[config.mk]
export PLATFORM = sky130hd
export DESIGN_NAME = xrs_mp
export DESIGN_NICKNAME = d
export VERILOG_FILES = /design/src/rtl/xrs_mp.sv
export SDC_FILE = /design/constraint.sdc
export NUM_CORES = 2
export LEC_CHECK = 0
export CORE_UTILIZATION = 45
export DETAILED_ROUTE_END_ITERATION = 7
export PLACE_DENSITY = 0.65
export RECOVER_POWER = 50
export SLEW_MARGIN = 15
export SYNTH_ARGS = -nofsm -noshare
export SYNTH_HDL_FRONTEND = slang
export SYNTH_SLANG_ARGS = --single-unit
[constraint.sdc]
create_clock -name clk_i -period 3.1 [get_ports clk_i]
set_input_delay 0.62 -clock clk_i [delete_from_list [all_inputs] [get_ports clk_i]]
set_output_delay 0.62 -clock clk_i [all_outputs]
set_load 0.03 [all_outputs]
[src/rtl/xrs_mp.sv]
`default_nettype none
// ============================================================================
// Module      : xrs_mp
// Description : Integer register bank, one lane-masked write port, two
//               registered read ports, write-first forwarding, x0 == 0 and a
//               post-reset clear sequencer.
// Revision    : 1.0
// ============================================================================
module xrs_mp #(
  parameter int DATA_W = 64,
  parameter int LANE_W = 16,
  parameter int ADDR_W = 5,
  localparam int LANES = DATA_W / LANE_W
) (
  input  logic              clk_i,
  input  logic              reset_i,
  input  logic [ADDR_W-1:0] wa_i,
  input  logic [DATA_W-1:0] wdat_i,
  input  logic [LANES-1:0]  wmask_i,
  input  logic [ADDR_W-1:0] ra1_i,
  input  logic [ADDR_W-1:0] ra2_i,
  output logic [DATA_W-1:0] rdat1_o,
  output logic [DATA_W-1:0] rdat2_o,
  output logic              busy_o
);

  localparam int                c_depth = 2 ** ADDR_W;
  localparam logic [ADDR_W-1:0] c_first = ADDR_W'(1);
  localparam logic [ADDR_W-1:0] c_last  = {ADDR_W{1'b1}};

  typedef enum logic [0:0] {
    ST_CLEAR = 1'b0,
    ST_RUN   = 1'b1
  } state_t;

  state_t            r_state;
  state_t            w_state_nxt;
  logic [ADDR_W-1:0] r_ptr;
  logic [ADDR_W-1:0] w_ptr_nxt;
  logic              w_clr_en;
  logic              w_wr_en;
  logic              w_hit1;
  logic              w_hit2;
  logic [DATA_W-1:0] w_fwd1;
  logic [DATA_W-1:0] w_fwd2;
  logic [DATA_W-1:0] r_rdat1;
  logic [DATA_W-1:0] r_rdat2;

  always_ff @(posedge clk_i) begin
    if (reset_i) begin
      r_state <= ST_CLEAR;
      r_ptr   <= c_first;
    end else begin
      r_state <= w_state_nxt;
      r_ptr   <= w_ptr_nxt;
    end
  end

  // Clear walks entries 1..last; entry 0 is never stored meaningfully.
  always_comb begin
    w_state_nxt = r_state;
    w_ptr_nxt   = r_ptr;
    case (r_state)
      ST_CLEAR: begin
        w_ptr_nxt = r_ptr + ADDR_W'(1);
        if (r_ptr == c_last) begin
          w_state_nxt = ST_RUN;
        end
      end
      ST_RUN: begin
        w_state_nxt = ST_RUN;
      end
      default: begin
        w_state_nxt = ST_CLEAR;
        w_ptr_nxt   = c_first;
      end
    endcase
  end

  assign w_clr_en = (r_state == ST_CLEAR) && !reset_i;
  assign w_wr_en  = (r_state == ST_RUN) && !reset_i &&
                    (wa_i != '0) && (wmask_i != '0);
  assign w_hit1   = w_wr_en && (ra1_i == wa_i);
  assign w_hit2   = w_wr_en && (ra2_i == wa_i);

  // One storage column per lane keeps the mask a plain per-RAM write enable.
  for (genvar n = 0; n < LANES; n++) begin : g_lane
    logic [LANE_W-1:0] r_col [c_depth];

    always_ff @(posedge clk_i) begin
      if (w_clr_en) begin
        r_col[r_ptr] <= '0;
      end else if (w_wr_en && wmask_i[n]) begin
        r_col[wa_i] <= wdat_i[n*LANE_W +: LANE_W];
      end
    end

    assign w_fwd1[n*LANE_W +: LANE_W] = (w_hit1 && wmask_i[n]) ?
                                        wdat_i[n*LANE_W +: LANE_W] : r_col[ra1_i];
    assign w_fwd2[n*LANE_W +: LANE_W] = (w_hit2 && wmask_i[n]) ?
                                        wdat_i[n*LANE_W +: LANE_W] : r_col[ra2_i];
  end

  always_ff @(posedge clk_i) begin
    if (reset_i || (r_state == ST_CLEAR)) begin
      r_rdat1 <= '0;
      r_rdat2 <= '0;
    end else begin
      r_rdat1 <= (ra1_i == '0) ? '0 : w_fwd1;
      r_rdat2 <= (ra2_i == '0) ? '0 : w_fwd2;
    end
  end

  assign rdat1_o = r_rdat1;
  assign rdat2_o = r_rdat2;
  assign busy_o  = (r_state == ST_CLEAR);

endmodule
`default_nettype wire

==> summary.txt <==
Outcome - complete, no violations
Post-CTS Setup Inserts - 0
Non-Filler Instances - 9,890
Syn avg cell area - 18.0 µm²
Final min period - 3030 ps
H-tree Lvls - 4
Post-route ant nets - 0
IO Pins - 214
Number of synthesized flops with an enable pin - 2,048
Worst Path Required - 3610 ps
Worst setup EP type - register
Synthesized Nets - 5,794
Leakage - 38.9 nW
Tot Pwr - 66.1 mW
Slew HR - 16.0%
WP depth - 8
Top cells by area, synth - edfxtp_1, mux4_2, mux2i_1, dfxtp_1, a221oi_1
Area after DPL - 118,000 µm²
Unrepaired setup endpoints after global routing - false
Total track usage - 27.8%
Post-route cell area - 124,000 µm²
Setup Skew - 47.5 ps
First-pass GRT wire length - 462 mm
Most used cell, CP - buf_4
Netlist cell types - 83
Synth warnings - 0
Clock Latency Late Sink - 910 ps
Clock sink count - 2,182
Largest area contributor in the netlist - edfxtp_1
Final hold vios - 0
Peak VDD IR - 549 µV
Die H - 480 µm
Drt wl/cell - 32.5 µm
Fmax - 330 MHz
Most frequent cells in the layout - edfxtp_1, mux4_2, buf_4
Crit-path cells - nand3b_1 > buf_4 > a21oi_4 > buf_4 > buf_4 > nand2_1 > inv_1 > dlymetal6s4s_1
Setup violators final - 0
Top FF cell, synth - edfxtp_1
Clk root buf - clkbuf_16
Max_cap viols - 0
Residual DRC count - 0
Vias in the first global route - 64,900
Core area - 227,000 µm²
Initial antenna violation count - 8
Synth Register Bits - 2,182
Reg2reg path depth - 8
Class of the worst hold path - in2reg
HPWL Detailed - 219 mm
Max Slew Vio Count - 0
Most common cell after layout, fill and taps aside - edfxtp_1
Worst Path Buf+Inv - 5
Total number of vias - 64,100
Row count - 175
Total grt overflow - 0
Die area - 231,000 µm²
Die width - 480 µm
Slowest stage delay, CP - 950 ps
Worst hold path depth - 3
Power Density - 532 nW/µm²
Share of layout cells above drive strength 1 - 37.4%
Post-synth ARST share - 0%
First drt pass iteration count - 6
Cells after Synth - 5,707
CTS tree - built
Layout net count - 6,763
Tcrit/Tclk final - 97.7%
Initial Util - 45.3%
Largest net degree at the start of global routing - 121
Slew @ Worst Pin - 1260 ps
GPL Wtd Cong - 0.916
Crit-path leading delay family - buffers and inverters
Via density - 6.48
DRT iter0 DRCs - 7,792
Buffers on Ports - 213
Clk slew on worst S/H paths - 60 ps
Setup crit start kind - register
Yosys top cell area share - 59.8%
Critical-path maximum fanout - 32
CTS max path bufs - 3
Final wirelength - 322 mm
Placed Instances - 9,458
FILL cells - 17,400
TritonCTS Buffers - 225
Synthesized area - 103,000 µm²
Critical path class - reg2reg
Crit path DAT - 3540 ps
Slowest-stage cell, CP - dlymetal6s4s_1
Sequential fraction of the synthesis area - 62.4%
Area delta synth->final - 20.8%
## metrics by stage
| step | utilization [%] | setup slack (ps) | setup TNS, ps | hold WS (ps) |
|---|---|---|---|---|
| floorplan | - | 54.1 | 0 | 566 |
| global placement | 51.8 | -606 | -564220 | 701 |
| detailed placement | 51.8 | -579 | -596910 | 708 |
| CTS | 55.1 | 152 | 0 | 310 |
| global route | 54.7 | 23.7 | 0 | 375 |
| finish | 54.7 | 70.5 | 0 | 377 |
## Yosys cell counts, drive strengths merged, types with 68 or more instances
cell type and instances:
edfxtp 2048, mux4 932, mux2i 448, buf 280, nand2 238, clkbuf 199
a221oi 191, nor2 165, a21oi 151, dfxtp 134, a211oi 131, o31ai 85
nor3 84, inv 74, or2 72, a31oi 71, mux2 68, o21ai 68
## routing by layer
| metal | wire, µm | global-route usage [%] | share of wire (%) |
|---|---|---|---|
| met5 | 0 | 0 | 0 |
| met3 | 31100 | 5.30 | 9.7 |
| met4 | 15300 | 12.0 | 4.7 |
| met2 | 153000 | 44.3 | 48 |
| met1 | 122000 | 37.4 | 38 |
## sequential cells by signal, indices dropped and copies added, names as in the netlist
register,count
rdat1_o,64
rdat2_o,64
r_state,1
r_ptr,5
g_lane.r_col,2048
## logic make-up after synthesis
logic type / share of synthesized area (%)
flops: 62.4
mux: 25.5
compound gates: 5.85
simple gates: 3.20
buf+inv: 2.91
xor+xnor: 0.134
fa+ha+maj: 0.0243
## report_power, final
group | internal [mW] | switching (mW) | total [mW]
Clock | 16.2 | 11.9 | 28.0
Combinational | 2.60 | 3.28 | 5.89
Sequential | 32.1 | 0.138 | 32.2
Total | 50.8 | 15.3 | 66.1
## path summary, 6_finish.rpt
path              start                       to  slack [ps]
max reg2reg     r_state  g_lane[0].r_col[24][14]          70
min          wdat_i[18]              rdat1_o[18]         380
max             r_state  g_lane[0].r_col[24][14]          70
min reg2reg    r_ptr[2]                 r_ptr[2]         740
## worst min-delay path, cell delays in order
cell and delay, ps:
clkdlybuf4s50_1 410, nand2_1 100, a211oi_1 80
## area by class of cell
class,count,area (µm²),share of cell area [%]
Clock inverter,136,1590,1.28
Antenna cell,7,17.5,0.0141
Sequential cell,2182,64200,51.6
Timing Repair Buffer,1221,12300,9.92
Multi-Input combinational cell,2970,36100,29.0
Inverter,76,297,0.239
Tap cell,3009,3760,3.03
Clock buffer,289,6020,4.84
## what timing repair did
action / 4_1_cts / 5_1_grt
resized for setup: 1 / 0
setup endpoints to repair: 1 / 0
hold buffers: 0 / 0
No activity file was read; power rests on OpenSTA's default activity.
